$ cat config.mk
export PLATFORM = sky130hd
export DESIGN_NAME = fetch_unit_flat
export DESIGN_NICKNAME = d
export VERILOG_FILES = /design/src/rtl/fetch_unit_if.sv /design/src/rtl/fetch_unit.sv /design/src/flat_wrapper.sv
export SDC_FILE = /design/constraint.sdc
export NUM_CORES = 1
export LEC_CHECK = 0
export ABC_AREA = 1
export ABC_CLOCK_PERIOD_IN_PS = 1140
export CAP_MARGIN = 20
export CORE_ASPECT_RATIO = 0.6
export CORE_MARGIN = 4
export CORE_UTILIZATION = 38
export CTS_CLUSTER_DIAMETER = 30
export CTS_CLUSTER_SIZE = 12
export DETAILED_ROUTE_END_ITERATION = 10
export GPL_TIMING_DRIVEN = 0
export PLACE_DENSITY = 0.82
export REMOVE_ABC_BUFFERS = 1
export SLEW_MARGIN = 20
export SYNTH_ARGS = -nofsm -noshare
export SYNTH_HDL_FRONTEND = slang
export SYNTH_SLANG_ARGS = --single-unit
$ cat constraint.sdc
create_clock -name clk -period 1.14 [get_ports clk]
set_input_delay 0.342 -clock clk [delete_from_list [all_inputs] [get_ports clk]]
set_output_delay 0.342 -clock clk [all_outputs]
set_load 0.01 [all_outputs]
$ cat src/rtl/fetch_unit_if.sv
// IF/ID output bundle between the fetch stage and decode.
//   if_valid    : IF/ID register holds an instruction (fetch -> decode)
//   if_ready    : decode accepts the instruction this cycle (decode -> fetch)
//   if_instr    : registered instruction
//   if_pc       : byte address of if_instr
//   if_pc_plus4 : if_pc + 4, wrapping at the address width (link value)
// Handshake: a transfer happens on a rising edge where if_valid and if_ready
// are both 1. While if_valid is 1 and if_ready is 0, if_instr, if_pc and
// if_pc_plus4 hold. if_valid may drop without a transfer only on a flush
// (redirect, misaligned redirect, or reset).
interface fetch_unit_if #(
  parameter int INS_ADDRESS = 9,
  parameter int INS_W       = 32
);
  logic                   if_valid;
  logic                   if_ready;
  logic [INS_W-1:0]       if_instr;
  logic [INS_ADDRESS-1:0] if_pc;
  logic [INS_ADDRESS-1:0] if_pc_plus4;

  modport master (
    output if_valid, if_instr, if_pc, if_pc_plus4,
    input  if_ready
  );

  modport slave (
    input  if_valid, if_instr, if_pc, if_pc_plus4,
    output if_ready
  );
endinterface

$ cat src/rtl/fetch_unit.sv
// Instruction-fetch stage. Owns the PC, drives the instruction-memory read
// address (memory data returns in the same cycle) and registers instruction
// plus PC into the IF/ID output register toward decode.
// Ports:
//   clk, rst_n      : clock, asynchronous active-low reset
//   imem_ra         : read address to instruction memory (the PC register)
//   imem_rd         : instruction returned for imem_ra in the same cycle
//   redirect_valid  : taken branch/jal/jalr from execute this cycle
//   redirect_pc     : redirect target byte address
//   halt_req        : stop fetching
//   fetch_err       : sticky misaligned-redirect error
//   dbg_state       : current FSM state (RUN=0, HALT=1, ERR=2)
//   ifid            : IF/ID output bundle (master side)
module fetch_unit #(
  parameter int                     INS_ADDRESS = 9,
  parameter int                     INS_W       = 32,
  parameter logic [INS_ADDRESS-1:0] RESET_PC    = '0
) (
  input  logic                   clk,
  input  logic                   rst_n,
  output logic [INS_ADDRESS-1:0] imem_ra,
  input  logic [INS_W-1:0]       imem_rd,
  input  logic                   redirect_valid,
  input  logic [INS_ADDRESS-1:0] redirect_pc,
  input  logic                   halt_req,
  output logic                   fetch_err,
  output logic [1:0]             dbg_state,
  fetch_unit_if.master           ifid
);

  typedef enum logic [1:0] {
    RUN  = 2'd0,
    HALT = 2'd1,
    ERR  = 2'd2
  } state_t;

  state_t                 state, state_n;
  logic [INS_ADDRESS-1:0] pc, pc_n, pc_plus4;
  logic                   valid_q, valid_n;
  logic                   err_q, err_n;
  logic                   capture;
  logic                   load;
  logic [INS_W-1:0]       instr_q;
  logic [INS_ADDRESS-1:0] opc_q, opc_plus4_q;

  assign pc_plus4 = pc + INS_ADDRESS'(4);
  // The output register can take a new word when empty or being drained.
  assign load     = !valid_q || ifid.if_ready;

  always_ff @(posedge clk or negedge rst_n) begin
    if (!rst_n) begin
      state       <= RUN;
      pc          <= RESET_PC;
      valid_q     <= 1'b0;
      err_q       <= 1'b0;
      instr_q     <= '0;
      opc_q       <= '0;
      opc_plus4_q <= '0;
    end else begin
      state   <= state_n;
      pc      <= pc_n;
      valid_q <= valid_n;
      err_q   <= err_n;
      if (capture) begin
        instr_q     <= imem_rd;
        opc_q       <= pc;
        opc_plus4_q <= pc_plus4;
      end
    end
  end

  always_comb begin
    state_n = state;
    pc_n    = pc;
    valid_n = valid_q;
    err_n   = err_q;
    capture = 1'b0;
    case (state)
      RUN, HALT: begin
        if (redirect_valid) begin
          // Any redirect flushes the wrong-path word, accepted or not.
          valid_n = 1'b0;
          if (redirect_pc[1:0] != 2'b00) begin
            state_n = ERR;
            err_n   = 1'b1;
          end else begin
            state_n = RUN;
            pc_n    = redirect_pc;
          end
        end else if (state == HALT) begin
          if (ifid.if_ready) valid_n = 1'b0;
        end else if (halt_req) begin
          // Entering HALT: no capture; a pending word drains normally.
          state_n = HALT;
          if (ifid.if_ready) valid_n = 1'b0;
        end else if (load) begin
          capture = 1'b1;
          valid_n = 1'b1;
          pc_n    = pc_plus4;
        end
      end
      ERR: begin
        valid_n = 1'b0;
        err_n   = 1'b1;
      end
      default: begin
        state_n = ERR;
        valid_n = 1'b0;
        err_n   = 1'b1;
      end
    endcase
  end

  assign imem_ra          = pc;
  assign fetch_err        = err_q;
  assign dbg_state        = state;
  assign ifid.if_valid    = valid_q;
  assign ifid.if_instr    = instr_q;
  assign ifid.if_pc       = opc_q;
  assign ifid.if_pc_plus4 = opc_plus4_q;

endmodule

$ cat src/flat_wrapper.sv
// flat-port wrapper written by rule: the top's interface ports become plain ports
module fetch_unit_flat 
#(
  parameter int                     INS_ADDRESS = 9,
  parameter int                     INS_W       = 32,
  parameter logic [INS_ADDRESS-1:0] RESET_PC    = '0
)
  (clk, rst_n, imem_ra, imem_rd, redirect_valid, redirect_pc, halt_req, fetch_err, dbg_state, ifid_if_valid, ifid_if_instr, ifid_if_pc, ifid_if_pc_plus4, ifid_if_ready);
  fetch_unit_if #(.INS_ADDRESS(INS_ADDRESS), .INS_W(INS_W)) ifid_i ();
  input  logic clk;
  input  logic rst_n;
  output logic [INS_ADDRESS-1:0] imem_ra;
  input  logic [INS_W-1:0] imem_rd;
  input  logic redirect_valid;
  input  logic [INS_ADDRESS-1:0] redirect_pc;
  input  logic halt_req;
  output logic fetch_err;
  output logic [1:0] dbg_state;
  output wire logic [$bits(ifid_i.if_valid)-1:0] ifid_if_valid;
  output wire logic [$bits(ifid_i.if_instr)-1:0] ifid_if_instr;
  output wire logic [$bits(ifid_i.if_pc)-1:0] ifid_if_pc;
  output wire logic [$bits(ifid_i.if_pc_plus4)-1:0] ifid_if_pc_plus4;
  input wire logic [$bits(ifid_i.if_ready)-1:0] ifid_if_ready;
  assign ifid_if_valid = ifid_i.if_valid;
  assign ifid_if_instr = ifid_i.if_instr;
  assign ifid_if_pc = ifid_i.if_pc;
  assign ifid_if_pc_plus4 = ifid_i.if_pc_plus4;
  assign ifid_i.if_ready = ifid_if_ready;
  fetch_unit #(.INS_ADDRESS(INS_ADDRESS), .INS_W(INS_W), .RESET_PC(RESET_PC)) u_core (.clk(clk), .rst_n(rst_n), .imem_ra(imem_ra), .imem_rd(imem_rd), .redirect_valid(redirect_valid), .redirect_pc(redirect_pc), .halt_req(halt_req), .fetch_err(fetch_err), .dbg_state(dbg_state), .ifid(ifid_i));
endmodule
==> run_results.csv, run 1 <==
group,metric,value,unit
status,status,"complete, but fails checks",
status,violations_in_the_final_reports,"negative setup slack",
routing,dr.first_iter.drc_count,122,
synth,synth_adder_area_share,0.4805,%
min_path,worstHoldPathType,"in2reg",
die,dieArea,8284,sq um
synth,synthCells,301,
routing,detailedRoute.firstPassIterationCount,4,
pwr,powerDensity,953.0,nW/um^2
sta,timing.slew.headroom,73.21,%
die,initial_core_util,39.00,%
cts,tritoncts,"built",
cts,clock_pin_slew_reported_for_the_worst_setup_and_hold_paths_after_clock_tree_synthesis,0.06,ns
setup_path,setup.reg_to_reg.worst_slack,-0.20,ns
synth,syn_avg_cell_area,8.650,sq um
setup_path,worst_setup_path_end_kind,"register",
sta,achievable-frequency,0.7448,GHz
synth,synth.lib_cells_used.distinct,20,
setup_path,r2r-end,"u_core.ifid.if_instr[6]",
sta,max_slew.worst_pin.slew,0.4019,ns
global_route,grt_overflow_total,0,
die,row_count,23,
routing,routed-via-count,2756,
global_route,wire_length_of_the_first_global_routing_pass,13680,um
die,die_height,72.12,um
synth,synth_simple_gate_area_share,28.11,%
min_path,timing.hold.worst_endpoint,"u_core.imem_ra[1]",
synth,ys.warnings.count,0,
cts,clock_tree.root_cell,"sky130_fd_sc_hd__clkbuf_16",
global_route,grt_antenna_before_repair,0,
cts,cts_buffers,9,
sta,final-hold-violation-count,0,
global_route,grt_max_degree,33,
finish,layout-drive-gt1-share,54.91,%
pwr,p_leak,2.713,nW
die,core_area,6676,sq um
die,die_width,114.9,um
cts,clock_sinks,61,
sta,period_needed,1.343,ns
synth,synth_compound_gate_area_share,5.142,%
sta,finalSetupViolCount,119,
setup_path,critPathKind,"reg2reg",
placement,place.port_buffers,108,
setup_path,crit_path_max_fanout,13,
routing,routed_wire_length_per_instance,16.54,um
synth,synth_seq_cells,61,
setup_path,crit_required,1.34,ns
cts,clkLatencyLatePin,0.32,ns
flow_run,cap_viol_max_count,0,
placement,pre_cts_slack,-1.799,ns
routing,count_of_unresolved_drc_violations_after_routing,0,
setup_path,worst_r2r_startpoint,"u_core.dbg_state[0]",
pwr,vdd_ir_drop_max,0.0008757,V
sta,layout_worst_path_cycle_share,117.8,%
finish,flow.area_growth_from_synthesis,97.07,%
sta,layout_setup_ws,-0.2027,ns
routing,route.final.wire_length,9691,um
sta,grt_setup_unrepaired,"yes",
cts,clock_path_buffers,2,
synth,dominant_combinational_cell_family_by_area_after_synthesis,"simple AND/OR/NAND/NOR gates",
finish,diodes,0,
routing,drt.antenna.violating_nets,0,
cts,htreeDepth,3,
die,top_level_ports,109,
synth,yosys-mux-area-fraction,0,%
placement,post-dp-hpwl,4752,um
synth,sequential_to_total_area_share_from_yosys_stat,58.63,%
synth,synth_area,2604,sq um
synth,post_synth_xor_area_fraction,0,%
finish,finalCoreUtilization,76.86,%
placement,gpl.final_weighted_congestion,0.7745,
global_route,gr-usage-all-layers,22.06,%
global_route,grt_pass1_vias,2711,
setup_path,startpoint_type,"register",
sta,final.setup_skew,0.01195,ns
min_path,timing.hold.worst_path_depth,4,
finish,num-nets-final,543,
setup_path,worst_ep_arrival_time,1.54,ns
sta,finalMaxSlewViolations,0,
setup_path,r2r_worst_path_depth,8,
min_path,hp-start,"redirect_valid",
routing,avgViaCountPerCell,4.703,
## cell usage after synthesis
master,number,share of area (%)
sky130_fd_sc_hd__inv_4,1,0.24
sky130_fd_sc_hd__nor2_2,1,0.24
sky130_fd_sc_hd__inv_1,16,2.3
sky130_fd_sc_hd__a21oi_1,2,0.38
sky130_fd_sc_hd__o21a_1,3,0.86
sky130_fd_sc_hd__nand3_1,10,1.9
sky130_fd_sc_hd__o21ai_2,7,2.4
sky130_fd_sc_hd__inv_2,1,0.14
sky130_fd_sc_hd__nor2_1,14,2.0
sky130_fd_sc_hd__nor2_4,1,0.43
sky130_fd_sc_hd__buf_6,5,2.2
sky130_fd_sc_hd__nand2_2,2,0.48
sky130_fd_sc_hd__nand2_1,158,23
sky130_fd_sc_hd__o21ai_0,5,0.96
sky130_fd_sc_hd__buf_4,9,2.6
sky130_fd_sc_hd__o21bai_1,2,0.58
sky130_fd_sc_hd__dfrtp_1,61,59
sky130_fd_sc_hd__or2_2,1,0.24
sky130_fd_sc_hd__buf_2,1,0.19
sky130_fd_sc_hd__ha_1,1,0.48
## state kept, by name, summed over array words and instances, names as in the netlist
signal	flops
u_core.imem_ra	9
u_core.ifid.if_valid	1
u_core.dbg_state	2
u_core.ifid.if_pc_plus4	7
u_core.ifid.if_instr	32
u_core.fetch_err	1
u_core.ifid.if_pc	9
## worst max-delay path by stage
stage | start | endpoint
2_1_floorplan | u_core.dbg_state[0] | u_core.ifid.if_pc[4]
3_3_place_gp | rst_n | u_core.ifid.if_instr[31]
3_5_place_dp | redirect_valid | u_core.ifid.if_instr[28]
4_1_cts | u_core.dbg_state[0] | u_core.ifid.if_instr[21]
5_1_grt | u_core.dbg_state[0] | u_core.ifid.if_pc[0]
6_report | u_core.dbg_state[0] | u_core.ifid.if_instr[6]
## cell usage in the layout, fill, tap and decap left out, types with 3 or more instances in the layout
cell and n:
sky130_fd_sc_hd__clkdlybuf4s50_1 41, sky130_fd_sc_hd__o21ai_2 9, sky130_fd_sc_hd__inv_4 3, sky130_fd_sc_hd__inv_2 5, sky130_fd_sc_hd__buf_4 60, sky130_fd_sc_hd__dfrtp_1 60, sky130_fd_sc_hd__nor2_4 7, sky130_fd_sc_hd__inv_16 3
sky130_fd_sc_hd__buf_2 41, sky130_fd_sc_hd__nand3_2 8, sky130_fd_sc_hd__nand2_1 93, sky130_fd_sc_hd__nand2_2 41, sky130_fd_sc_hd__o21a_1 3, sky130_fd_sc_hd__nor2_1 10, sky130_fd_sc_hd__nand2_4 24, sky130_fd_sc_hd__buf_6 33
sky130_fd_sc_hd__buf_12 11, sky130_fd_sc_hd__clkbuf_16 9, sky130_fd_sc_hd__inv_1 9
## critical path, cell delays in order (launching register included)
cell	delay, ns
sky130_fd_sc_hd__dfrtp_1	0.40
sky130_fd_sc_hd__nor2_4	0.12
sky130_fd_sc_hd__nand2_4	0.08
sky130_fd_sc_hd__nor2_4	0.16
sky130_fd_sc_hd__buf_12	0.18
sky130_fd_sc_hd__buf_12	0.13
sky130_fd_sc_hd__inv_16	0.05
sky130_fd_sc_hd__nand2_1	0.05
sky130_fd_sc_hd__nand2_1	0.05
## power breakdown
| group | internal [mW] | switching (mW) | total, mW |
|---|---|---|---|
| Clock | 1.55 | 0.877 | 2.43 |
| Combinational | 0.176 | 0.114 | 0.290 |
| Sequential | 2.17 | 0 | 2.17 |
| Total | 3.90 | 0.991 | 4.89 |
## cells by family after synthesis
group           Yosys count
simple gates            187
flops                    61
buf+inv                  33
compound gates           19
fa+ha+maj                 1
## metrics by stage
| step | total power, mW | hold slack (ns) | area, sq um | TNS (ns) | cells |
|---|---|---|---|---|---|
| global route | 5.066 | 0.4348 | 5131 | -16.79 | 586 |
| global placement | 2.431 | 0.4517 | 3665 | -227.90 | 481 |
| detailed placement | 2.442 | 0.2970 | 3682 | -96.06 | 482 |
| floorplan | 2.230 | 0.04641 | 2475 | -30.63 | 286 |
| CTS | 4.929 | 0.4599 | 4412 | -13.49 | 556 |
| finish | 4.890 | 0.4101 | 5131 | -11.59 | 586 |
## per-layer routing
metal	share of wire, %	vias up	wire length, um	global-route usage [%]
li1	-	1312	-	-
met1	42	1330	4093	27.99
met2	48	108	4696	35.90
met3	8.9	6	859	7.917
met4	0.42	0	41	6.380
met5	0	-	0	0
## layout make-up
type / count / area, sq um
fill: 432 / 1545
multi-input combinational: 210 / 1358
clock inverter: 2 / 10.01
timing repair inverter: 5 / 83.83
timing repair buffer: 191 / 1695
clock buffer: 12 / 256.5
sequential: 61 / 1528
tap: 87 / 108.9
inverter: 18 / 91.34
## timing repair
action                                  4_1_cts  5_1_grt
hold buffers                                  1        0
buffers inserted                             51       31
cloned                                        8        0
pin swaps                                    15       23
gates resized for setup                     331      111
endpoints found under the hold margin        29        0
endpoints found under the setup margin      122      121
Power figures use the tool's default switching activity.
==> inputs of run 2 (changes only) <==
- CORE_MARGIN: 4 -> unset
==> run 2 against run 1 <==
  * The flow still finishes with violations (negative setup slack)
  * Global-route usage grew 5.6 points
  * Clock power grew 5%
  * Count of clock-buffer cells in the layout grew 2
  * Non-clock buffer count grew 3
  * Cell area grew 0.37%
  * Clock skew shrank 0.0028 ns
  * Power grew 2.8%
  * Critical path type unchanged
  * Largest power group unchanged
==> run_results.csv, run 2 (synthesis results as in run 1) <==
group,metric,value,unit
routing,m1WireLength,4135,um
cts,cts_buffers,9,
finish,flow.area_growth_from_synthesis,97.79,%
status,violations_in_the_final_reports,"negative setup slack",
finish,most-common-layout-cells,"72 x sky130_fd_sc_hd__nand2_1, 65 x sky130_fd_sc_hd__buf_4, 64 x sky130_fd_sc_hd__nand2_2",
routing,drt.antenna.violating_nets,0,
placement,place.detailed.instances,479,
cts,tritoncts,"built",
placement,gpl.final_weighted_congestion,0.7940,
cts,clock_tree.root_cell,"sky130_fd_sc_hd__clkbuf_16",
setup_path,critPathKind,"reg2reg",
global_route,grt_max_degree,39,
finish,multiInputGateArea,1378,sq um
routing,detailedRoute.firstPassIterationCount,4,
die,top_level_ports,109,
cts,clock_path_buffers,2,
global_route,gr-usage-all-layers,27.68,%
global_route,grt_overflow_total,0,
global_route,wire_length_of_the_first_global_routing_pass,14100,um
sta,max_slew.worst_pin.slew,0.3286,ns
routing,dr_wl_met3,839,um
sta,grt_setup_unrepaired,"yes",
setup_path,setup.reg_to_reg.worst_slack,-0.19,ns
die,die_height,66.12,um
sta,finalSetupViolCount,121,
routing,routed-via-count,2847,
placement,dpl-instance-area,3679,sq um
setup_path,crit_path_max_fanout,7,
die,initial_core_util,40.95,%
sta,layout_worst_path_cycle_share,116.9,%
die,dieArea,7198,sq um
setup_path,startpoint_type,"register",
finish,layout_commonest_cell,"sky130_fd_sc_hd__nand2_1",
die,row_count,22,
sta,finalHoldWorstSlack,0.4530,ns
sta,finalMaxSlewViolations,0,
routing,avgViaCountPerCell,4.834,
routing,count_of_unresolved_drc_violations_after_routing,0,
finish,num-nets-final,548,
routing,route.final.wire_length,9903,um
pwr,power.total,5.026,mW
placement,post-dp-hpwl,4374,um
pwr,p_leak,2.708,nW
routing,routed_wire_length_per_instance,16.81,um
pwr,vdd_ir_drop_max,0.001065,V
finish,final-instance-count-excl-fill,589,
global_route,grt_pass1_vias,2744,
die,core_area,6359,sq um
sta,period_needed,1.333,ns
finish,layout-drive-gt1-share,58.22,%
setup_path,worst_setup_path_end_kind,"register",
finish,max_ffs_per_register,32,
sta,timing.slew.headroom,78.10,%
setup_path,crit_required,1.36,ns
global_route,grt_antenna_before_repair,0,
setup_path,worst_ep_arrival_time,1.55,ns
finish,final.fill_count,386,
finish,finalCoreUtilization,80.99,%
pwr,powerDensity,976.0,nW/um^2
cts,clock_pin_slew_reported_for_the_worst_setup_and_hold_paths_after_clock_tree_synthesis,0.06,ns
status,status,"complete, but fails checks",
sta,final-hold-violation-count,0,
sta,achievable-frequency,0.7501,GHz
finish,sequential_cell_area,1529,sq um
sta,layout_setup_ws,-0.1932,ns
die,die_width,108.9,um
min_path,worstHoldPathType,"in2async",
routing,routed-wl-met2,4850,um
finish,diodes,0,
sta,timing.setup.tns,-12.85,ns
routing,maxUsedRoutingLayer,"met4",
routing,dr.first_iter.drc_count,97,
placement,place.port_buffers,108,
cts,htreeDepth,3,
finish,finish.instance_area,5150,sq um
sta,final.setup_skew,0.009168,ns
cts,clock_sinks,61,
cts,clkLatencyLatePin,0.33,ns
placement,pre_cts_slack,-1.800,ns
flow_run,cap_viol_max_count,0,
run 2: cell types whose count changed in the layout (fill, tap and decap cells not counted), moves of 3 or more:
cell                      change
sky130_fd_sc_hd__buf_4        +5
sky130_fd_sc_hd__buf_6        -4
sky130_fd_sc_hd__nand3_2      -4
sky130_fd_sc_hd__nand2_4      -3
sky130_fd_sc_hd__nand2_1     -21
sky130_fd_sc_hd__buf_2        +5
sky130_fd_sc_hd__nand3_1      +5
sky130_fd_sc_hd__nand2_2     +23
run 2: layout make-up:
| type | instances | area share [%] |
|---|---|---|
| Clock buffer | 14 | 5.321 |
| Timing Repair inverter | 6 | 1.944 |
| Timing Repair Buffer | 194 | 32.43 |
| Tap cell | 84 | 2.041 |
| Inverter | 18 | 1.725 |
| Multi-Input combinational cell | 211 | 26.75 |
| Sequential cell | 61 | 29.69 |
| Clock inverter | 1 | 0.09718 |
run 2: power breakdown:
group | internal [mW] | switching [mW] | leakage, nW
Clock | 1.63 | 0.932 | 0.139
Combinational | 0.170 | 0.123 | 1.74
Sequential | 2.17 | 0 | 0.834
run 2: routing by layer:
metal,GRT usage (%),vias to the layer above
li1,-,1326
met1,33.69,1387
met2,44.42,126
met3,12.71,8
met4,7.095,0
met5,0,-
run 2: path summary, 6_finish.rpt:
kind	cells past startpoint	to	startpoint
setup reg to reg	8	u_core.ifid.if_instr[26]	u_core.dbg_state[0]
min in group clk	1	u_core.fetch_err	u_core.fetch_err
hold / removal	2	u_core.ifid.if_instr[18]	rst_n
setup / recovery	8	u_core.ifid.if_instr[26]	u_core.dbg_state[0]
max in group asynchronous	3	u_core.imem_ra[2]	rst_n
hold reg to reg	1	u_core.fetch_err	u_core.fetch_err
run 2: worst max-delay path, stage by stage (launching register included):
cell and delay [ns]:
sky130_fd_sc_hd__dfrtp_1 0.40, sky130_fd_sc_hd__nor2_4 0.14, sky130_fd_sc_hd__nand2_4 0.08, sky130_fd_sc_hd__nor2_4 0.13
sky130_fd_sc_hd__buf_12 0.15, sky130_fd_sc_hd__buf_12 0.14, sky130_fd_sc_hd__inv_16 0.05, sky130_fd_sc_hd__nand2_2 0.06
sky130_fd_sc_hd__nand2_2 0.04
run 2: repair_timing:
| item | 4_1_cts | 5_1_grt |
|---|---|---|
| pin swaps | 33 | 26 |
| endpoints found under the hold margin | 23 | 0 |
| endpoints found under the setup margin | 122 | 121 |
| resized for setup | 372 | 85 |
| gates cloned | 10 | 0 |
| hold buffers | 1 | 0 |
| buffers inserted | 57 | 29 |
==> inputs of run 3 (changes only) <==
- HOLD_SLACK_MARGIN: unset -> 0.03
==> results of run 3 <==
Final layout, timing and power as in run 2 (identical DEF).
